$ cat src/rtl/axil_arbiter_2x1_pkg.sv
// rtl/axil_arbiter_2x1_pkg.sv - shared FSM encodings and response codes for the 2x1 AXI4-Lite arbiter
package axil_arbiter_2x1_pkg;

    // Transaction FSM states, shared by the write and read paths
    localparam logic [1:0] ST_IDLE = 2'd0;
    localparam logic [1:0] ST_ADDR = 2'd1;
    localparam logic [1:0] ST_RESP = 2'd2;
    localparam logic [1:0] ST_DATA = 2'd2;

    // AXI response codes
    localparam logic [1:0] AXI_RESP_OKAY   = 2'b00;
    localparam logic [1:0] AXI_RESP_SLVERR = 2'b10;

    // Index of the master that is not g
    function automatic logic other_master(input logic g);
        return ~g;
    endfunction

endpackage

$ cat src/rtl/axil_arbiter_2x1_rr_arb2.sv
// rtl/axil_arbiter_2x1_rr_arb2.sv - two-requester round-robin grant selector
module axil_arbiter_2x1_rr_arb2
    import axil_arbiter_2x1_pkg::*;
(
    input  logic       clk,
    input  logic       rst_n,
    input  logic [1:0] req,
    input  logic       advance,
    input  logic       owner,
    output logic       grant
);

    logic pointer;

    // After a completed transaction, priority moves to the master that did not own it
    always_ff @(posedge clk or negedge rst_n) begin
        if (!rst_n) begin
            pointer <= 1'b0;
        end else if (advance) begin
            pointer <= other_master(owner);
        end
    end

    // Contested requests go to the pointer; a lone requester always wins
    always_comb begin
        grant = (req == 2'b11) ? pointer : req[1];
    end

endmodule

$ cat src/rtl/axil_arbiter_2x1.sv
// rtl/axil_arbiter_2x1.sv - two-master AXI4-Lite arbiter with independent round-robin write and read paths
module axil_arbiter_2x1 #(
    parameter int AXI_ADDR_WIDTH = 6,
    parameter int AXI_DATA_WIDTH = 32
) (
    input  logic                          ACLK,
    input  logic                          ARESETN,
    input  logic [2*AXI_ADDR_WIDTH-1:0]   S_AWADDR,
    input  logic [1:0]                    S_AWVALID,
    output logic [1:0]                    S_AWREADY,
    input  logic [2*AXI_DATA_WIDTH-1:0]   S_WDATA,
    input  logic [2*AXI_DATA_WIDTH/8-1:0] S_WSTRB,
    input  logic [1:0]                    S_WVALID,
    output logic [1:0]                    S_WREADY,
    output logic [3:0]                    S_BRESP,
    output logic [1:0]                    S_BVALID,
    input  logic [1:0]                    S_BREADY,
    input  logic [2*AXI_ADDR_WIDTH-1:0]   S_ARADDR,
    input  logic [1:0]                    S_ARVALID,
    output logic [1:0]                    S_ARREADY,
    output logic [2*AXI_DATA_WIDTH-1:0]   S_RDATA,
    output logic [3:0]                    S_RRESP,
    output logic [1:0]                    S_RVALID,
    input  logic [1:0]                    S_RREADY,
    output logic [AXI_ADDR_WIDTH-1:0]     M_AWADDR,
    output logic                          M_AWVALID,
    input  logic                          M_AWREADY,
    output logic [AXI_DATA_WIDTH-1:0]     M_WDATA,
    output logic [AXI_DATA_WIDTH/8-1:0]   M_WSTRB,
    output logic                          M_WVALID,
    input  logic                          M_WREADY,
    input  logic [1:0]                    M_BRESP,
    input  logic                          M_BVALID,
    output logic                          M_BREADY,
    output logic [AXI_ADDR_WIDTH-1:0]     M_ARADDR,
    output logic                          M_ARVALID,
    input  logic                          M_ARREADY,
    input  logic [AXI_DATA_WIDTH-1:0]     M_RDATA,
    input  logic [1:0]                    M_RRESP,
    input  logic                          M_RVALID,
    output logic                          M_RREADY
);
    import axil_arbiter_2x1_pkg::*;

    localparam int AW = AXI_ADDR_WIDTH;
    localparam int DW = AXI_DATA_WIDTH;
    localparam int SW = AXI_DATA_WIDTH / 8;

    logic [1:0] w_state;
    logic [1:0] r_state;
    logic       wg;
    logic       rg;
    logic       aw_done;
    logic       w_done;
    logic       w_grant;
    logic       r_grant;
    logic       aw_hs;
    logic       w_hs;
    logic       b_hs;
    logic       ar_hs;
    logic       r_hs;

    assign aw_hs = M_AWVALID && M_AWREADY;
    assign w_hs  = M_WVALID && M_WREADY;
    assign b_hs  = M_BVALID && M_BREADY;
    assign ar_hs = M_ARVALID && M_ARREADY;
    assign r_hs  = M_RVALID && M_RREADY;

    axil_arbiter_2x1_rr_arb2 u_w_arb (
        .clk     (ACLK),
        .rst_n   (ARESETN),
        .req     (S_AWVALID),
        .advance ((w_state == ST_RESP) && b_hs),
        .owner   (wg),
        .grant   (w_grant)
    );

    axil_arbiter_2x1_rr_arb2 u_r_arb (
        .clk     (ACLK),
        .rst_n   (ARESETN),
        .req     (S_ARVALID),
        .advance ((r_state == ST_DATA) && r_hs),
        .owner   (rg),
        .grant   (r_grant)
    );

    // Write FSM: grant, collect AW and W in either order, then wait for B
    always_ff @(posedge ACLK or negedge ARESETN) begin
        if (!ARESETN) begin
            w_state <= ST_IDLE;
            wg      <= 1'b0;
            aw_done <= 1'b0;
            w_done  <= 1'b0;
        end else begin
            case (w_state)
                ST_IDLE: begin
                    if (|S_AWVALID) begin
                        wg      <= w_grant;
                        w_state <= ST_ADDR;
                    end
                end
                ST_ADDR: begin
                    if ((aw_done || aw_hs) && (w_done || w_hs)) begin
                        w_state <= ST_RESP;
                        aw_done <= 1'b0;
                        w_done  <= 1'b0;
                    end else begin
                        aw_done <= aw_done || aw_hs;
                        w_done  <= w_done || w_hs;
                    end
                end
                ST_RESP: begin
                    if (b_hs) begin
                        w_state <= ST_IDLE;
                    end
                end
                default: w_state <= ST_IDLE;
            endcase
        end
    end

    // Write path muxing: only the granted master is connected, nothing while idle
    always_comb begin
        M_AWADDR  = '0;
        M_AWVALID = 1'b0;
        M_WDATA   = '0;
        M_WSTRB   = '0;
        M_WVALID  = 1'b0;
        M_BREADY  = 1'b0;
        S_AWREADY = '0;
        S_WREADY  = '0;
        S_BVALID  = '0;
        S_BRESP   = '0;
        if (w_state == ST_ADDR) begin
            M_AWADDR      = wg ? S_AWADDR[2*AW-1:AW] : S_AWADDR[AW-1:0];
            M_WDATA       = wg ? S_WDATA[2*DW-1:DW] : S_WDATA[DW-1:0];
            M_WSTRB       = wg ? S_WSTRB[2*SW-1:SW] : S_WSTRB[SW-1:0];
            // A channel that already handshook must not accept a second beat
            M_AWVALID     = S_AWVALID[wg] && !aw_done;
            M_WVALID      = S_WVALID[wg] && !w_done;
            S_AWREADY[wg] = M_AWREADY && !aw_done;
            S_WREADY[wg]  = M_WREADY && !w_done;
        end else if (w_state == ST_RESP) begin
            S_BVALID[wg] = M_BVALID;
            M_BREADY     = S_BREADY[wg];
            if (wg) begin
                S_BRESP[3:2] = M_BRESP;
            end else begin
                S_BRESP[1:0] = M_BRESP;
            end
        end
    end

    // Read FSM: grant, forward AR, then wait for R
    always_ff @(posedge ACLK or negedge ARESETN) begin
        if (!ARESETN) begin
            r_state <= ST_IDLE;
            rg      <= 1'b0;
        end else begin
            case (r_state)
                ST_IDLE: begin
                    if (|S_ARVALID) begin
                        rg      <= r_grant;
                        r_state <= ST_ADDR;
                    end
                end
                ST_ADDR: begin
                    if (ar_hs) begin
                        r_state <= ST_DATA;
                    end
                end
                ST_DATA: begin
                    if (r_hs) begin
                        r_state <= ST_IDLE;
                    end
                end
                default: r_state <= ST_IDLE;
            endcase
        end
    end

    // Read path muxing: only the granted master is connected, nothing while idle
    always_comb begin
        M_ARADDR  = '0;
        M_ARVALID = 1'b0;
        M_RREADY  = 1'b0;
        S_ARREADY = '0;
        S_RVALID  = '0;
        S_RDATA   = '0;
        S_RRESP   = '0;
        if (r_state == ST_ADDR) begin
            M_ARADDR      = rg ? S_ARADDR[2*AW-1:AW] : S_ARADDR[AW-1:0];
            M_ARVALID     = S_ARVALID[rg];
            S_ARREADY[rg] = M_ARREADY;
        end else if (r_state == ST_DATA) begin
            S_RVALID[rg] = M_RVALID;
            M_RREADY     = S_RREADY[rg];
            if (rg) begin
                S_RDATA[2*DW-1:DW] = M_RDATA;
                S_RRESP[3:2]       = M_RRESP;
            end else begin
                S_RDATA[DW-1:0] = M_RDATA;
                S_RRESP[1:0]    = M_RRESP;
            end
        end
    end

endmodule
$ cat config.mk
export PLATFORM = sky130hd
export DESIGN_NAME = axil_arbiter_2x1
export DESIGN_NICKNAME = d
export VERILOG_FILES = /design/src/rtl/axil_arbiter_2x1_pkg.sv /design/src/rtl/axil_arbiter_2x1_rr_arb2.sv /design/src/rtl/axil_arbiter_2x1.sv
export SDC_FILE = /design/constraint.sdc
export NUM_CORES = 1
export LEC_CHECK = 0
export BUFFER_PORTS_ARGS = -buffer_cell sky130_fd_sc_hd__buf_2
export CAP_MARGIN = 20
export CORE_AREA = 2 2 110 112
export DETAILED_ROUTE_END_ITERATION = 6
export DIE_AREA = 0 0 112 114
export PLACE_DENSITY_LB_ADDON = 0.15
export SYNTH_ARGS = -nofsm -noshare
export SYNTH_HDL_FRONTEND = slang
export SYNTH_HIERARCHICAL = 1
export SYNTH_SLANG_ARGS = --single-unit
$ cat constraint.sdc
create_clock -name ACLK -period 2.1 [get_ports ACLK]
set_clock_uncertainty 0.1 [all_clocks]
set_input_delay 0.21 -clock ACLK [delete_from_list [all_inputs] [get_ports ACLK]]
set_output_delay 0.21 -clock ACLK [all_outputs]
set_load 0.02 [all_outputs]
==> results of run 1 <==
## what timing repair did
item | in CTS | in global routing
hold buffers | 1 | 0
gates resized for setup | 0 | 0
hold endpoints to repair | 10 | 0
## area by class of cell
class	count	area share
Multi-Input combinational cell	227	0.4254
Timing Repair Buffer	291	0.4233
Sequential cell	10	0.07021
Tap cell	147	0.05134
Clock buffer	4	0.02480
Inverter	4	0.004191
Antenna cell	1	0.0006986
## kinds of logic (layout without fill, tap and decap cells)
family / count (synthesis) / after routing / share of synthesized area
AO/OA/AOI/OAI: 12 / 12 / 0.04894
AND/OR/NAND/NOR: 158 / 158 / 0.4484
buffers and inverters: 23 / 299 / 0.06217
other: 0 / 1 / 0
multiplexers: 57 / 57 / 0.3082
flip-flops: 10 / 10 / 0.1323
## critical path, cell delays in order (launching register included)
cell	delay, ns
dfrtp_1	0.40
nand2b_1	0.26
nor2_2	0.12
buf_4	0.27
and2_1	0.20
buf_2	0.17
## registers in the layout, indices dropped and copies added (netlist names)
name and cells:
u_w_arb/pointer 1, w_state 2, wg 1, u_r_arb/pointer 1, r_state 2, aw_done 1
w_done 1, rg 1
## layout by cell type (no fill, tap or decap), types with 4 or more instances in the layout
cell type | netlist | layout
buf_4 | 1 | 4
dfrtp_1 | 10 | 9
nor2_1 | 59 | 59
nor3_1 | 5 | 5
and2_1 | 70 | 70
mux2i_1 | 53 | 53
nand2b_1 | 8 | 8
buf_2 | 16 | 283
## layer usage
metal	global-route usage	vias up	routed length (microns)
li1	-	1408	-
met1	0.1123	1228	2807
met2	0.2606	166	4844
met3	0.02179	2	795
met4	0.02683	0	42
met5	0	-	0
## power by group through the flow
stage               clock, uW  combinational, uW  sequential, uW
finish                    371               3460             460
global route              387               3740             487
CTS                       380               3520             468
detailed placement          0               3510             469
global placement            0               3510             469
floorplan                   0               2440             362
## final timing paths
path,start,endpoint,slack (ns),cells after the start
worst min-delay path,S_ARVALID[1],r_state[0],0.19,3
worst max-delay path,r_state[0],S_RDATA[14],0.14,5
worst max register to register,wg,w_state[1],0.42,3
min in group asynchronous,ARESETN,u_w_arb/pointer,0.28,2
max in group asynchronous,ARESETN,wg,1.41,2
worst min register to register,r_state[1],r_state[0],0.37,1
## through the flow
step | cell area, sq um | setup slack, ns | power [uW] | util | hold WS, ns
finish | 3582 | 0.1360 | 4290 | 0.3059 | 0.1885
global route | 3582 | 0.01499 | 4612 | 0.3059 | 0.2115
CTS | 3580 | 0.09461 | 4365 | 0.3057 | 0.1924
detailed placement | 3481 | 0.3437 | 3976 | 0.2972 | 0.001202
global placement | 3481 | 0.3879 | 3980 | 0.2972 | -0.004497
floorplan | 1892 | 0.3015 | 2802 | - | -0.1856
==> results list, run 1 <==
- Detailed-placement wirelength estimate: 7422 microns
- In the finished design, the share of the clock period the worst path needs comes to 0.9352.
* Sequential group share of total power: 0.107
* Number of nets still failing antenna checks after routing: 0
- Entering global routing, the biggest net connects 47 pins.
- Of the cells placed in the final design, the portion with a size suffix greater than 1 is 0.5653.
- Summed over all instances, the cell type with the most area after synthesis is mux2i_1.
- After detailed routing, the number of vias per cell comes to 4.099.
- Post-synthesis sequential element count: 10
* Critical path startpoint category: register
* Routed wire per std cell: 12.41 microns
* Die Y: 114 microns
- Of the total power, combinational logic draws 0.806.
* Hold/Removal Path Class: primary input to register
- CP Data Arrival Time: 1.65 ns
- Clock tree from TritonCTS: yes
* Clock insertion delay at the later pin of the skew report: 0.24 ns
* FMAX: 509.2 MHz
- Setup repair after global routing left no endpoint under its margin.
- The internal power of the cells totals 1940 uW.
- In this run the deepest clock path goes through 2 buffers.
- Count of maximum capacitance violations: 0
- The routed layout has 2804 vias.
- The cell sitting at the root of the clock tree is a clkbuf_16.
* Synth Area per Inst: 7.276 sq um
* Maximum resistive drop on vdd: 0.0005857 V
- For this design the total switching power over the nets is 2350 uW.
- After clock tree synthesis, the setup repair step added 0 buffers.
* Total die area: 12770 sq um
- In the post-synthesis netlist, the cell with the most instances is and2_1.
- Leftover overflow at the end of global routing: 0
- For this design the top-level I/O count stands at 284.
- The final count of hold timing violations is 0.
- Buffers placed on the I/O ports in this run total 283.
* Fin crit period: 1.964 ns
* Fillers: 1299
* CP required: 1.79 ns
- Global-route usage over all layers: 0.1193
- Number of pins exceeding their max-slew limit in the final report: 0
- After detailed routing, the number of remaining DRC violations is 0.
- For the pin with the worst max-slew slack, the measured transition is 0.4038 ns.
- The number of global-route vias before repair is 2654.
* Core Footprint: 11710 sq um
- Die outline width: 112 microns
* Sinks on the clock net: 10
- Endpoint kind of the worst setup timing path: output pin
- Largest cells by area after synthesis: mux2i_1 (28%), and2_1 (23%), dfrtp_1 (13%)
* Placed cell count: 678
- Of the synthesized area, sequential elements account for 0.1323.
* WL final: 8490 microns
- After routing, the total negative slack on setup checks comes to 0 ns.
- Of the total power, the share spent switching nets is 0.5477.
- Global-route wire length before repair: 12560 microns
* PwrDens: 1198 nW/um^2
- Iteration-0 DRC Markers: 64
- Proportion of register bits with asynchronous set or reset after synthesis: 1.000
* Total Nets Final: 686
- Worst-path fanout max: 35
- Status: complete, no violations
- Final setup violation count: 0
- Worst max-slew margin expressed relative to the limit: 0.7308
- In the synthesized netlist, the cells that appear most often are and2_1 (70), nor2_1 (59), mux2i_1 (53).
- In this run the number of H-tree levels came out at 1.
- In the final layout, the multi-input gates occupy 1524 sq um.
* Gpl congestion: 0.7607
- The critical path is of the register to output pin type.
- Number of buffers created by CTS: 3
* First-pass DRT Iterations: 4
- Number of antenna violations at the first check in global routing: 1
- Number of core rows: 40
- Fraction of post-synthesis cell area in the top cell type by area: 0.2804
* Area delta synth->final: 89.35%
- The share of total power dissipated in the clock network is 0.087.
- Most common flop cell mapped by yosys: dfrtp_1
- Final Non-Filler Cells: 684
* Mapped cell area: 1892 sq um
- Area used by sequential logic in the layout: 251.5 sq um
- During synthesis, Yosys emitted a total of 6 warnings.
* Leakage: 0.002257 uW
* Post-synth EDFFs: 0
* Synth Instances: 260
* Initial cell density of the core: 0.1615
- Total nets after synthesis: 409
- Clock-pin slew reported for the worst setup and hold paths after clock tree synthesis: 0.04 ns
* Synth cell types: 31
No activity file was read; power rests on OpenSTA's default activity.
==> run 2: changes to the inputs <==
--- a/config.mk
+++ b/config.mk
@@ -5,11 +5,12 @@
 export SDC_FILE = /design/constraint.sdc
 export NUM_CORES = 1
 export LEC_CHECK = 0
+export ABC_AREA = 1
 export BUFFER_PORTS_ARGS = -buffer_cell sky130_fd_sc_hd__buf_2
 export CAP_MARGIN = 20
-export CORE_AREA = 2 2 110 112
+export CORE_AREA = 2 2 109 111
 export DETAILED_ROUTE_END_ITERATION = 6
-export DIE_AREA = 0 0 112 114
+export DIE_AREA = 0 0 111 113
 export PLACE_DENSITY_LB_ADDON = 0.15
 export SYNTH_ARGS = -nofsm -noshare
 export SYNTH_HDL_FRONTEND = slang
==> results list, run 2 <==
* PwrDens: 1253 nW/um^2 (+4.6%)
* Count of maximum capacitance violations: 0 (unchanged)
- Worst reg2reg endpoint: w_state[1]
- Clock-pin slew reported for the worst setup and hold paths after clock tree synthesis: 0.04 ns (about the same)
- First-pass DRT Iterations: 4 (unchanged)
- The first-pass GRT wire length is 14070 microns (+12%).
- Critical path's most frequent cell: nor2_1
- The detail-routed via count per cell was 4.115 (+0.37%).
- Share of total power consumed by net switching: 0.6120 (+0.06428)
- Synth Area per Inst: 4.776 sq um (-34%)
* Sequential group share of total power: 0.089 (-0.018)
- The max-slew violation total from the final report is 0 (unchanged).
- Pin count of the biggest net entering global routing: 51 (+8.5%)
- Number of nets still failing antenna checks after routing: 0 (unchanged)
- Critical path type: register to output pin
- The largest buffer count on any clock path came to 2 (unchanged).
- Area delta synth->final: 86.13%
- Count of pins on the block boundary: 284 (unchanged)
* Final worst-path cycle share: 0.9138 (-0.02138)
* Layout cells sized above 1: 0.4583 (-0.1070)
* Commonest non-fill, non-tap cell in the layout: buf_2
- For this design, the slowest cell found on the critical path is dfrtp_2.
* Mapped cell area: 1858 sq um (-1.8%)
- Initial cell density of the core: 0.1648 (+0.003297)
- Most common cell in the netlist: nand2_1
- Worst-path fanout max: 35 (unchanged)
- The most used flip-flop cell after synthesis is dfrtp_1.
* Fraction of post-synthesis cell area in the top cell type by area: 0.2768 (-0.003656)
- The startpoint identified for the worst hold timing path is M_ARREADY.
* Via count of the first global-routing pass: 2889 (+8.9%)
* Die outline width: 111 microns (-0.89%)
* Iteration-0 DRC Markers: 148 (+130%)
* Hold/Removal Path Class: primary input to register
- The number of enable-type register cells in the synthesized netlist was 0 (unchanged).
- The area of the die was 12540 sq um (-1.8%).
* Number of buffers created by CTS: 3 (unchanged)
- Largest cells by area after synthesis: nand2_1 (28%), nor2_1 (17%), a21oi_1 (14%)
* Total via count after detailed routing: 3300 (+18%)
* Final Non-Filler Cells: 802 (+17%)
* Count of cells along the worst hold path: 3 (unchanged)
- STA classifies the critical path startpoint as a register.
- Largest delay share family, worst path: buffers and inverters
* CP Data Arrival Time: 1.61 ns (-0.04 ns)
- The root buffer cell chosen for the clock tree is clkbuf_16.
- The accumulated negative setup slack came to 0 ns (unchanged).
- Proportion of register bits with asynchronous set or reset after synthesis: 1.000 (unchanged)
- The global routing usage summed across all routing layers was 0.1334 (+0.01411).
- The sequential cell area fraction in the yosys report came to 0.1347 (+0.002405).
* Sinks on the clock net: 10 (unchanged)
- The height of the die was 113 microns (-0.88%).
- Clock insertion delay at the later pin of the skew report: 0.24 ns (about the same)
- Number of core rows: 39 (-2.5%)
- CP required: 1.79 ns (about the same)
* Reg2Reg Depth: 8 (+5)
- The final count of hold timing violations is 0 (unchanged).
- Largest registers ranked by flip-flop count: r_state: 2 flops, w_state: 2 flops
* Synth Instances: 389 (+50%)
- The post-synthesis net count was 538 (+32%).
- The post-layout net count came to 809 (+18%).
- The clock group share of total power was 0.088 (about the same).
- The mean routed wirelength per cell came to 11.76 microns (-5.2%).
- H-tree depth: 1 (unchanged)
* Fraction of power consumed by combinational cells: 0.823 (+0.017)
- Highest cell delay on the worst timing path: 0.48 ns (+0.08 ns)
- The number of placed instances, taps included came to 797 (+18%).
* Crit path from: rg
* Launch instance of the worst register-to-register path: w_state[1]
* Post-synthesis sequential element count: 10 (unchanged)
- Unrepaired setup endpoints after global routing: false
* FMAX: 521.1 MHz (+2.3%)
- CP bufs+invs: 3 (+1)
- The floorplan core area was 11270 sq um (-3.7%).
- Synth warnings: 6 (unchanged)
* Leakage: 0.002401 uW (+6.3%)
- The placed standard-cell area came to 3358 sq um (-3.5%).
* Synth cell types: 21 (-32%)
- Leaving out fill and tap cells, the most frequent cells in the layout are buf_2 (283), nand2_1 (137), nor2_1 (84).
- The actual transition at the worst max-transition pin came to 0.5647 ns (+0.1610 ns).
* # diodes: 0 (-1)
- The worst ir drop on vdd came to 0.0006090 V (+4.0%).
- Util after Layout: 0.3068 (+0.0009280)
- DRC violations left: 0 (unchanged)
- The total net switching power is 2651 uW (+13%).
* Reg2Reg Setup Slack: 0.50 ns (+0.08 ns)
- Most used standard cells in the synthesized netlist: nand2_1 (137), nor2_1 (84), a21oi_1 (53)
* Cell internal pwr: 1681 uW (-13%)
* Input/output buffers: 283 (unchanged)
* Worst max-slew margin expressed relative to the limit: 0.6230 (-0.1079)
* Final instance area: 3458 sq um (-3.5%)
- Gpl congestion: 0.9168 (+21%)
* Endpoint of the worst hold-timing path: r_state[1]
* Series of cell instances along the critical path: inv_4 > nor2_1 > inv_2 > nor2_1 > buf_2
- TritonCTS built the clock tree.
* Largest area contributor in the synthesized netlist: nand2_1
- Fin crit period: 1.919 ns (-0.04490 ns)
- The worst setup path is captured at an output pin.
- The leftover overflow at the end of global routing came to 0 (unchanged).
* Detailed-placement wirelength estimate: 7830 microns (+5.5%)
- Number of antenna violations at the first check in global routing: 0 (-1)
- The final wirelength was 9435 microns (+11%).
- Final setup violation count: 0 (unchanged)
- The run finished with clean final reports.
run 2: layout make-up:
| cell class | instances | area, sq um |
|---|---|---|
| clock buffers | 4 | 88.84 |
| fillers | 1325 | 7814 |
| inverters | 59 | 224.0 |
| multi-input cells | 299 | 1241 |
| flip-flops and latches | 10 | 251.5 |
| well taps | 143 | 178.9 |
| repair buffers | 287 | 1474 |
run 2: per-stage QoR:
stage          setup slack (ns)  hold slack [ns]  power (uW)
4_1_cts                 0.07891           0.1345        4391
5_1_grt                 0.03791           0.1671        4729
3_5_place_dp             0.3401        -0.002476        3989
6_report                 0.1809           0.1353        4332
2_1_floorplan            0.5447          -0.1856        2853
3_3_place_gp             0.3970         -0.01250        3974
run 2: cells by family after synthesis:
family | Yosys count | synth area share
and+or+nand+nor | 240 | 0.5057
AOI/OAI and AO/OA | 59 | 0.1623
buffers and inverters | 80 | 0.1973
DFF | 10 | 0.1347
run 2: worst max path at each step:
stage	to	slack, ns	depth (start not counted)
floorplan	S_BRESP[0]	0.54	3
global placement	S_RRESP[1]	0.40	4
detailed placement	S_RDATA[44]	0.34	5
CTS	S_RDATA[44]	0.08	5
global route	S_RVALID[1]	0.04	5
finish	S_RDATA[43]	0.18	5
run 2: tightest hold or removal path: cells and delay by family:
kind / cells / cell delay, ns
buffers and inverters: 1 / 0.09
and+or+nand+nor: 1 / 0.07
AOI/OAI and AO/OA: 1 / 0.07
run 2: power groups by stage:
stage | combinational, uW | clock [uW] | sequential (uW)
detailed placement | 3600 | 0 | 388
global route | 3920 | 405 | 401
CTS | 3610 | 394 | 384
floorplan | 2500 | 0 | 348
global placement | 3590 | 0 | 382
finish | 3570 | 382 | 384
run 2: metal layers:
| layer | routed length [microns] | GRT usage |
|---|---|---|
| met5 | 0 | 0 |
| met3 | 697 | 0.02303 |
| met1 | 3525 | 0.1551 |
| met4 | 165 | 0.03417 |
| met2 | 5046 | 0.2532 |
run 2: what timing repair did:
item / in CTS / in global routing
buffers inserted: 0 / 0
endpoints found under the hold margin: 10 / 0
resized for setup: 0 / 1
hold buffers: 1 / 0
endpoints found under the setup margin: 0 / 60
